<file path="src/rtl/param_fetch_pkg.sv">
// Shared types and width helpers for the parameter ROM stream fetcher.
package param_fetch_pkg;

    typedef enum logic [1:0] {
        S_IDLE,
        S_FETCH,
        S_DRAIN,
        S_DONE
    } state_e;

    localparam int DEF_DATA_WIDTH = 8;
    localparam int DEF_ADDR_WIDTH = 10;
    localparam int DEF_FIFO_DEPTH = 4;

    function automatic int cnt_width(input int aw);
        return aw + 1;
    endfunction

    function automatic int occ_width(input int depth);
        return $clog2(depth) + 1;
    endfunction

    function automatic int csum_width(input int dw, input int aw);
        return dw + aw + 1;
    endfunction

endpackage

</file>
<file path="src/rtl/param_fetch_fifo.sv">
// Synchronous FIFO for captured ROM words (data plus last tag) with occupancy.
module param_fetch_fifo #(
    parameter int WIDTH = 9,
    parameter int DEPTH = 4
) (
    input  logic                     clk,
    input  logic                     rst_n,
    input  logic                     push,
    input  logic [WIDTH-1:0]         wdata,
    input  logic                     pop,
    output logic [WIDTH-1:0]         rdata,
    output logic                     empty,
    output logic [$clog2(DEPTH):0]   count
);

    localparam int PW = $clog2(DEPTH);

    logic [WIDTH-1:0] mem_q [DEPTH];
    logic [PW-1:0]    wr_ptr_q, wr_ptr_d;
    logic [PW-1:0]    rd_ptr_q, rd_ptr_d;
    logic [PW:0]      count_q, count_d;

    always_comb begin
        wr_ptr_d = wr_ptr_q;
        rd_ptr_d = rd_ptr_q;
        count_d  = count_q;
        if (push) wr_ptr_d = wr_ptr_q + PW'(1);
        if (pop)  rd_ptr_d = rd_ptr_q + PW'(1);
        unique case ({push, pop})
            2'b10:   count_d = count_q + (PW+1)'(1);
            2'b01:   count_d = count_q - (PW+1)'(1);
            default: count_d = count_q;
        endcase
    end

    always_ff @(posedge clk or negedge rst_n) begin
        if (!rst_n) begin
            wr_ptr_q <= '0;
            rd_ptr_q <= '0;
            count_q  <= '0;
        end else begin
            wr_ptr_q <= wr_ptr_d;
            rd_ptr_q <= rd_ptr_d;
            count_q  <= count_d;
        end
    end

    // Storage needs no reset: the pointers alone define what is valid.
    always_ff @(posedge clk) begin
        if (push) mem_q[wr_ptr_q] <= wdata;
    end

    assign rdata = mem_q[rd_ptr_q];
    assign empty = (count_q == '0);
    assign count = count_q;

endmodule

</file>
<file path="src/rtl/param_stream_fetch.sv">
// Parameter ROM burst sequencer feeding a valid/ready stream.
// Optional running checksum port under `PARAM_FETCH_CHECKSUM_EN.
module param_stream_fetch
    import param_fetch_pkg::*;
#(
    parameter int DATA_WIDTH = DEF_DATA_WIDTH,
    parameter int ADDR_WIDTH = DEF_ADDR_WIDTH,
    parameter int FIFO_DEPTH = DEF_FIFO_DEPTH
) (
    input  logic                    clk,
    input  logic                    rst_n,
    input  logic                    start,
    input  logic [ADDR_WIDTH-1:0]   base_addr,
    input  logic [ADDR_WIDTH:0]     length,
    output logic                    busy,
    output logic                    done,
    output logic [ADDR_WIDTH-1:0]   rom_addr,
    input  logic [DATA_WIDTH-1:0]   rom_data,
    output logic                    m_valid,
    input  logic                    m_ready,
    output logic [DATA_WIDTH-1:0]   m_data,
    output logic                    m_last
`ifdef PARAM_FETCH_CHECKSUM_EN
    ,
    output logic [DATA_WIDTH+ADDR_WIDTH:0] checksum
`endif
);

    localparam int CW = cnt_width(ADDR_WIDTH);
    localparam int OW = occ_width(FIFO_DEPTH);

    state_e                state_q, state_d;
    logic [ADDR_WIDTH-1:0] base_q, base_d;
    logic [CW-1:0]         len_q, len_d;
    logic [CW-1:0]         issued_q, issued_d;
    logic                  in_flight_q, in_flight_d;
    logic                  last_flight_q, last_flight_d;

    logic                  pop;
    logic                  fifo_empty;
    logic [OW-1:0]         occ;
    logic [DATA_WIDTH:0]   head;
    logic [OW:0]           pending;

    always_comb begin
        state_d       = state_q;
        base_d        = base_q;
        len_d         = len_q;
        issued_d      = issued_q;
        in_flight_d   = 1'b0;
        last_flight_d = 1'b0;
        pending       = {1'b0, occ} + (OW+1)'(in_flight_q);
        unique case (state_q)
            S_IDLE: begin
                if (start) begin
                    base_d   = base_addr;
                    len_d    = length;
                    issued_d = '0;
                    state_d  = (length == '0) ? S_DONE : S_FETCH;
                end
            end
            S_FETCH: begin
                // Reserve a slot for the read already in flight.
                if (pending < (OW+1)'(FIFO_DEPTH)) begin
                    issued_d    = issued_q + CW'(1);
                    in_flight_d = 1'b1;
                    if (issued_d == len_q) begin
                        last_flight_d = 1'b1;
                        state_d       = S_DRAIN;
                    end
                end
            end
            S_DRAIN: begin
                if (!in_flight_q &&
                    (fifo_empty || (occ == OW'(1) && pop)))
                    state_d = S_DONE;
            end
            S_DONE:  state_d = S_IDLE;
            default: state_d = S_IDLE;
        endcase
    end

    always_ff @(posedge clk or negedge rst_n) begin
        if (!rst_n) begin
            state_q       <= S_IDLE;
            base_q        <= '0;
            len_q         <= '0;
            issued_q      <= '0;
            in_flight_q   <= 1'b0;
            last_flight_q <= 1'b0;
        end else begin
            state_q       <= state_d;
            base_q        <= base_d;
            len_q         <= len_d;
            issued_q      <= issued_d;
            in_flight_q   <= in_flight_d;
            last_flight_q <= last_flight_d;
        end
    end

    param_fetch_fifo #(
        .WIDTH (DATA_WIDTH + 1),
        .DEPTH (FIFO_DEPTH)
    ) u_fifo (
        .clk   (clk),
        .rst_n (rst_n),
        .push  (in_flight_q),
        .wdata ({last_flight_q, rom_data}),
        .pop   (pop),
        .rdata (head),
        .empty (fifo_empty),
        .count (occ)
    );

    assign rom_addr = base_q + issued_q[ADDR_WIDTH-1:0];
    assign m_valid  = !fifo_empty;
    assign pop      = m_valid && m_ready;
    assign m_data   = m_valid ? head[DATA_WIDTH-1:0] : '0;
    assign m_last   = m_valid && head[DATA_WIDTH];
    assign busy     = (state_q != S_IDLE);
    assign done     = (state_q == S_DONE);

`ifdef PARAM_FETCH_CHECKSUM_EN
    localparam int SW = csum_width(DATA_WIDTH, ADDR_WIDTH);

    logic [SW-1:0] checksum_q, checksum_d;

    always_comb begin
        checksum_d = checksum_q;
        if (state_q == S_IDLE && start)
            checksum_d = '0;
        else if (pop)
            checksum_d = checksum_q +
                {{(SW-DATA_WIDTH){m_data[DATA_WIDTH-1]}}, m_data};
    end

    always_ff @(posedge clk or negedge rst_n) begin
        if (!rst_n) checksum_q <= '0;
        else        checksum_q <= checksum_d;
    end

    assign checksum = checksum_q;
`endif

endmodule

</file>
<file path="config.mk">
export PLATFORM = sky130hd
export DESIGN_NAME = param_stream_fetch
export DESIGN_NICKNAME = d
export VERILOG_FILES = /design/src/rtl/param_fetch_pkg.sv /design/src/rtl/param_fetch_fifo.sv /design/src/rtl/param_stream_fetch.sv
export SDC_FILE = /design/constraint.sdc
export NUM_CORES = 1
export LEC_CHECK = 0
export ABC_CLOCK_PERIOD_IN_PS = 2800
export BUFFER_PORTS_ARGS = -buffer_cell sky130_fd_sc_hd__buf_2
export CAP_MARGIN = 25
export CORE_ASPECT_RATIO = 1.5
export CORE_MARGIN = 5
export CORE_UTILIZATION = 50
export CTS_CLUSTER_SIZE = 40
export DETAILED_ROUTE_END_ITERATION = 16
export GPL_ROUTABILITY_DRIVEN = 0
export GPL_TIMING_DRIVEN = 0
export PLACE_DENSITY = 0.71
export RECOVER_POWER = 25
export SLEW_MARGIN = 40
export SYNTH_ARGS = -nofsm -noshare
export SYNTH_HDL_FRONTEND = slang
export SYNTH_SLANG_ARGS = --single-unit
</file>
<file path="constraint.sdc">
create_clock -name clk -period 2.8 [get_ports clk]
set_input_delay 0.56 -clock clk [delete_from_list [all_inputs] [get_ports clk]]
set_output_delay 0.56 -clock clk [all_outputs]
set_load 0.01 [all_outputs]
</file>
Word level (Yosys, flattened, before mapping)
Memories as Yosys holds them, arrays and structs flattened.
Index checks and enable logic that the tools add are counted.
- register bits: 43
- RAM bits: 36
- input port bits: 33
- output and inout port bits: 22
- logic and storage cells: 63
- memories: 1
- $add $sub $neg: 7
- $lt $le $gt $ge: 1
- eq/ne operators: 11
- muxes and demuxes: 18
- reduce and logical (&&, ||, !) cells: 16
- memory list (name ; depth ; width ; read ports ; clocked after memory_dff ; wr ports ; RTL line ; text):
    u_fifo.mem_q ; 4 ; 9 ; 1 ; 0 ; 1 ; param_fetch_fifo.sv:18 ; logic [WIDTH-1:0] mem_q [DEPTH];
- operator list (kind ; count):
    $mux W11 ; 2
    $pmux W11 S2 ; 1
    $add A11 B1 Y11 const B ; 1
    $eq A11 B11 Y1 ; 1
    $logic_not A11 Y1 ; 1
    $add A10 B10 Y10 ; 1
    $mux W2 ; 5
    $mux W8 ; 1
    $ne A2 B2 Y1 const B ; 4
    $pmux W2 S4 ; 1
    $mux W1 ; 7
    $eq A2 B2 Y1 const B ; 3
    $pmux W3 S2 ; 1
    $reduce_bool A2 Y1 ; 3
    $add A2 B1 Y2 const B ; 2
    $add A3 B1 Y4 ; 1
    $eq A2 B1 Y1 const B ; 2
    $logic_and A1 B1 Y1 ; 4
    $lt A4 B3 Y1 const B ; 1
    $reduce_and A4 Y1 ; 1
    $add A3 B1 Y3 const B ; 1
    $eq A3 B1 Y1 const B ; 1
    $logic_not A3 Y1 ; 1
    $reduce_and A3 Y1 ; 1
    other kinds (5) ; 6

Longest topological paths before layout
- word-level depth: 8
- depth in mapped cells: 9
- gate-level depth less buffers: 8

By module
From an unflattened synthesis, not the netlist that was laid out.
- cell total of the unflattened synthesis: 346
- area total of the unflattened synthesis: 4172.8 um^2
- by module, submodules not included (module ; times used ; cells an instance ; area an instance (um^2) ; sequential area each (um^2)):
    param_stream_fetch ; 1 ; 263 ; 2481.1 ; 900.9
    param_fetch_fifo ; 1 ; 83 ; 1691.6 ; 1256.2

Worst setup path after synthesis
No wires, ideal clock.
- path kind: flip-flop to output port
- start point: register issued_q[0]
- end point: output port rom_addr[8]
- data arrival time: 2018 ps
- required time: 2240 ps
- path slack: 222 ps
- stages on the path, launching flop included: 9
- buffers on the path: 0
- cell sequence: dfrtp_1 ha_1 fa_1 a21o_1 a21oi_1 o21bai_1 a21oi_1 o21ai_0 xor2_1
- cells in the longest elaborated chain, start to end: 1
- RTL lines (item ; RTL line ; text):
    start: declaration ; param_stream_fetch.sv:35 ; logic [CW-1:0] issued_q, issued_d;
    start signal: assignment ; param_stream_fetch.sv:95 ; issued_q <= issued_d;
    $add A10 B10 Y10 ; param_stream_fetch.sv:115 ; assign rom_addr = base_q + issued_q[ADDR_WIDTH-1:0];
    end: declaration ; param_stream_fetch.sv:17 ; output logic [ADDR_WIDTH-1:0] rom_addr,
No other way between the ends.

Worst setup path after layout
Ends and elaborated chain as after synthesis.

==> flow_summary.json <==
{
  "finalHoldViolCount": 0,
  "grt_pass1_vias": 2905,
  "synth_top_area_frac": 0.261,
  "area_growth_syn_to_layout_pct": 19.1,
  "vias_per_cell": 5.38,
  "synth.most_common_cell": "dfrtp_1",
  "numPortBuffers": 54,
  "h-tree-depth": 3,
  "seqCellArea_um2": 2160,
  "cts.reportedPaths.clkPinSlew_ns": 0.06,
  "pin_count": 55,
  "path_class": "reg2out",
  "rr_worst_depth": 10,
  "dieArea_um2": 10300,
  "maxCapViolations": 0,
  "clk_latency_ns": 0.33,
  "grt_overflow": 0,
  "clockBufferDepth": 2,
  "yosysTopAreaCell": "edfxtp_1",
  "grt_start_max_net_pins": 44,
  "cp.arrival_ns": 2.22,
  "grt_antenna_before_repair": 0,
  "hold_slack_ns": 0.419,
  "synthesis.nets": 394,
  "wl_mm": 8.21,
  "fin_crit_sh": 0.993,
  "multiInputGateArea_um2": 1930,
  "std_cell_rows": 40,
  "synth_common_cells": "43 x dfrtp_1, 36 x edfxtp_1, 28 x nand2_1",
  "synth_cell_types": 47,
  "cts_num_sinks": 79,
  "cts_buffers": 9,
  "firstDrtPassIters": 4,
  "netlist_top_cells_area": "edfxtp_1 26%, dfrtp_1 26%, ha_1 7.2%",
  "fp.dieW_um": 84.4,
  "cp.required_ns": 2.24,
  "synth_edf_count": 36,
  "postRouteAntennaNets": 0,
  "post-dp-hpwl_mm": 6.14,
  "utilization": 0.613,
  "p_total_w": 0.00501,
  "drtIter0Drc": 114,
  "drv_slew": 0,
  "irDropWorstVdd_mv": 0.640,
  "p_per_area_nw_per_um2": 1010,
  "route.detailed.drc": 0,
  "p_leak_nw": 2.09,
  "relSlewSlack": 0.276,
  "postSynthCellCount": 336,
  "hold_path.class": "in2async",
  "outcome": "finished, final reports clean",
  "synthArstFlopShare": 0.544,
  "fmax_ghz": 0.360,
  "grt_pass1_wl_mm": 13.9,
  "synth_flop_cell": "dfrtp_1",
  "cts_tree": "built",
  "via_count": 2795,
  "placeableCoreArea_um2": 8060,
  "root_buffer": "clkbuf_16",
  "antenna_cells": 0,
  "skew_ns": 0.00694,
  "synth_warnings": 0,
  "rsz0062_at_grt": "yes",
  "final_nets": 468,
  "drive_gt1_frac": 0.289,
  "ys_seq_area_frac": 0.520,
  "syn_area_um2": 4150,
  "min_period_ns": 2.78,
  "grt_use_total": 0.175,
  "die_h_um": 122,
  "setup_violations": 0,
  "crit_path_end_kind": "output port",
  "worst_pin_slew_ns": 1.09,
  "worstPathMaxFanout": 2,
  "start_util": 0.515,
  "wl_per_cell_um": 15.8,
  "nFillCells": 645,
  "avgSynthCellArea_um2": 12.3,
  "ys_ff_latch": 79,
  "startpoint_type": "flop"
}
==> timing repair <==
action,CTS,global route
pin swaps,3,7
endpoints found under the setup margin,4,4
hold buffers,0,0
gates resized for setup,9,3
setup buffers,5,4
==> final timing paths <==
kind	slack, ns	to	startpoint
min in group clk	0.45	base_q[9]	base_addr[9]
hold / removal	0.42	base_q[7]	rst_n
setup reg to reg	0.24	state_q[0]	issued_q[1]
setup / recovery	0.02	rom_addr[8]	issued_q[0]
max in group asynchronous	1.65	issued_q[1]	rst_n
hold reg to reg	0.50	u_fifo.mem_q[1][8]	last_flight_q
==> state kept, by name, indices dropped and copies added, names as in the netlist, 2 cells and up <==
name,cells
len_q,11
u_fifo.mem_q,36
u_fifo.rd_ptr_q,2
u_fifo.wr_ptr_q,2
issued_q,11
u_fifo.count,3
state_q,2
base_q,10
==> through the flow <==
step                setup TNS [ns]  std cells  area, µm²  setup slack (ns)
floorplan                        0        336       4150             0.222
global placement           -0.0182        495       4550           -0.0182
detailed placement         -0.0725        495       4550           -0.0725
CTS                        -0.0106        516       4890           -0.0106
global route                -0.290        520       4940            -0.127
finish                           0        520       4940            0.0184
==> layout by cell type, fill, tap and decap left out, types with 3 or more instances in the layout <==
master     instances
edfxtp_1          36
o21ai_0           20
ha_1              22
a31oi_1            4
mux4_2             9
dfrtp_1           41
nand2b_1           6
buf_2             49
nand2_1           28
mux2_2            21
nand3_1            4
nor3_1             6
xnor2_1           15
clkbuf_16          9
inv_1             14
nor2b_1            5
xor2_1             9
a21oi_1            4
a21oi_2            3
buf_4             11
clkbuf_1          14
nor2_1            10
o31ai_1            4
and2_1            17
a21o_1             4
nor4_1             4
mux2i_1            5
==> cells by family after synthesis <==
family                     synth area share
buffers and inverters                0.0266
AOI/OAI and AO/OA                    0.0776
DFF                                   0.520
muxes                                 0.118
and+or+nand+nor                       0.125
xor gates and xnor gates             0.0528
adders and majority gates            0.0797
==> per-layer routing <==
layer,up-vias,track usage,part of all wire
met2,68,0.322,0.55
li1,1368,-,-
met5,-,0,0
met4,0,0.0861,0.018
met1,1348,0.184,0.39
met3,11,0.0426,0.047
==> worst max-delay path: stages (launching register included) <==
cell and delay [ns]:
dfrtp_2 0.43, ha_4 0.17, fa_2 0.34, a21o_1 0.17
a21oi_2 0.15, o21bai_1 0.10, a21oi_2 0.15, o21ai_1 0.10
xor2_1 0.14, buf_2 0.14
==> power breakdown <==
| part | leakage [nW] | switching (W) | total [W] | internal (W) |
|---|---|---|---|---|
| registers | 0.857 | 0.000228 | 0.00178 | 0.00155 |
| logic | 1.09 | 0.00109 | 0.00214 | 0.00105 |
| clock network | 0.141 | 0.000462 | 0.00109 | 0.000628 |
==> final cells by class <==
type,instances,share of cell area
Inverter,14,0.0106
Sequential cell,79,0.437
Multi-Input combinational cell,231,0.390
Buffer,12,0.0117
Clock inverter,6,0.00887
Timing Repair Buffer,63,0.0664
Tap cell,105,0.0266
Clock buffer,10,0.0484
(Power assumes the default switching activity.)
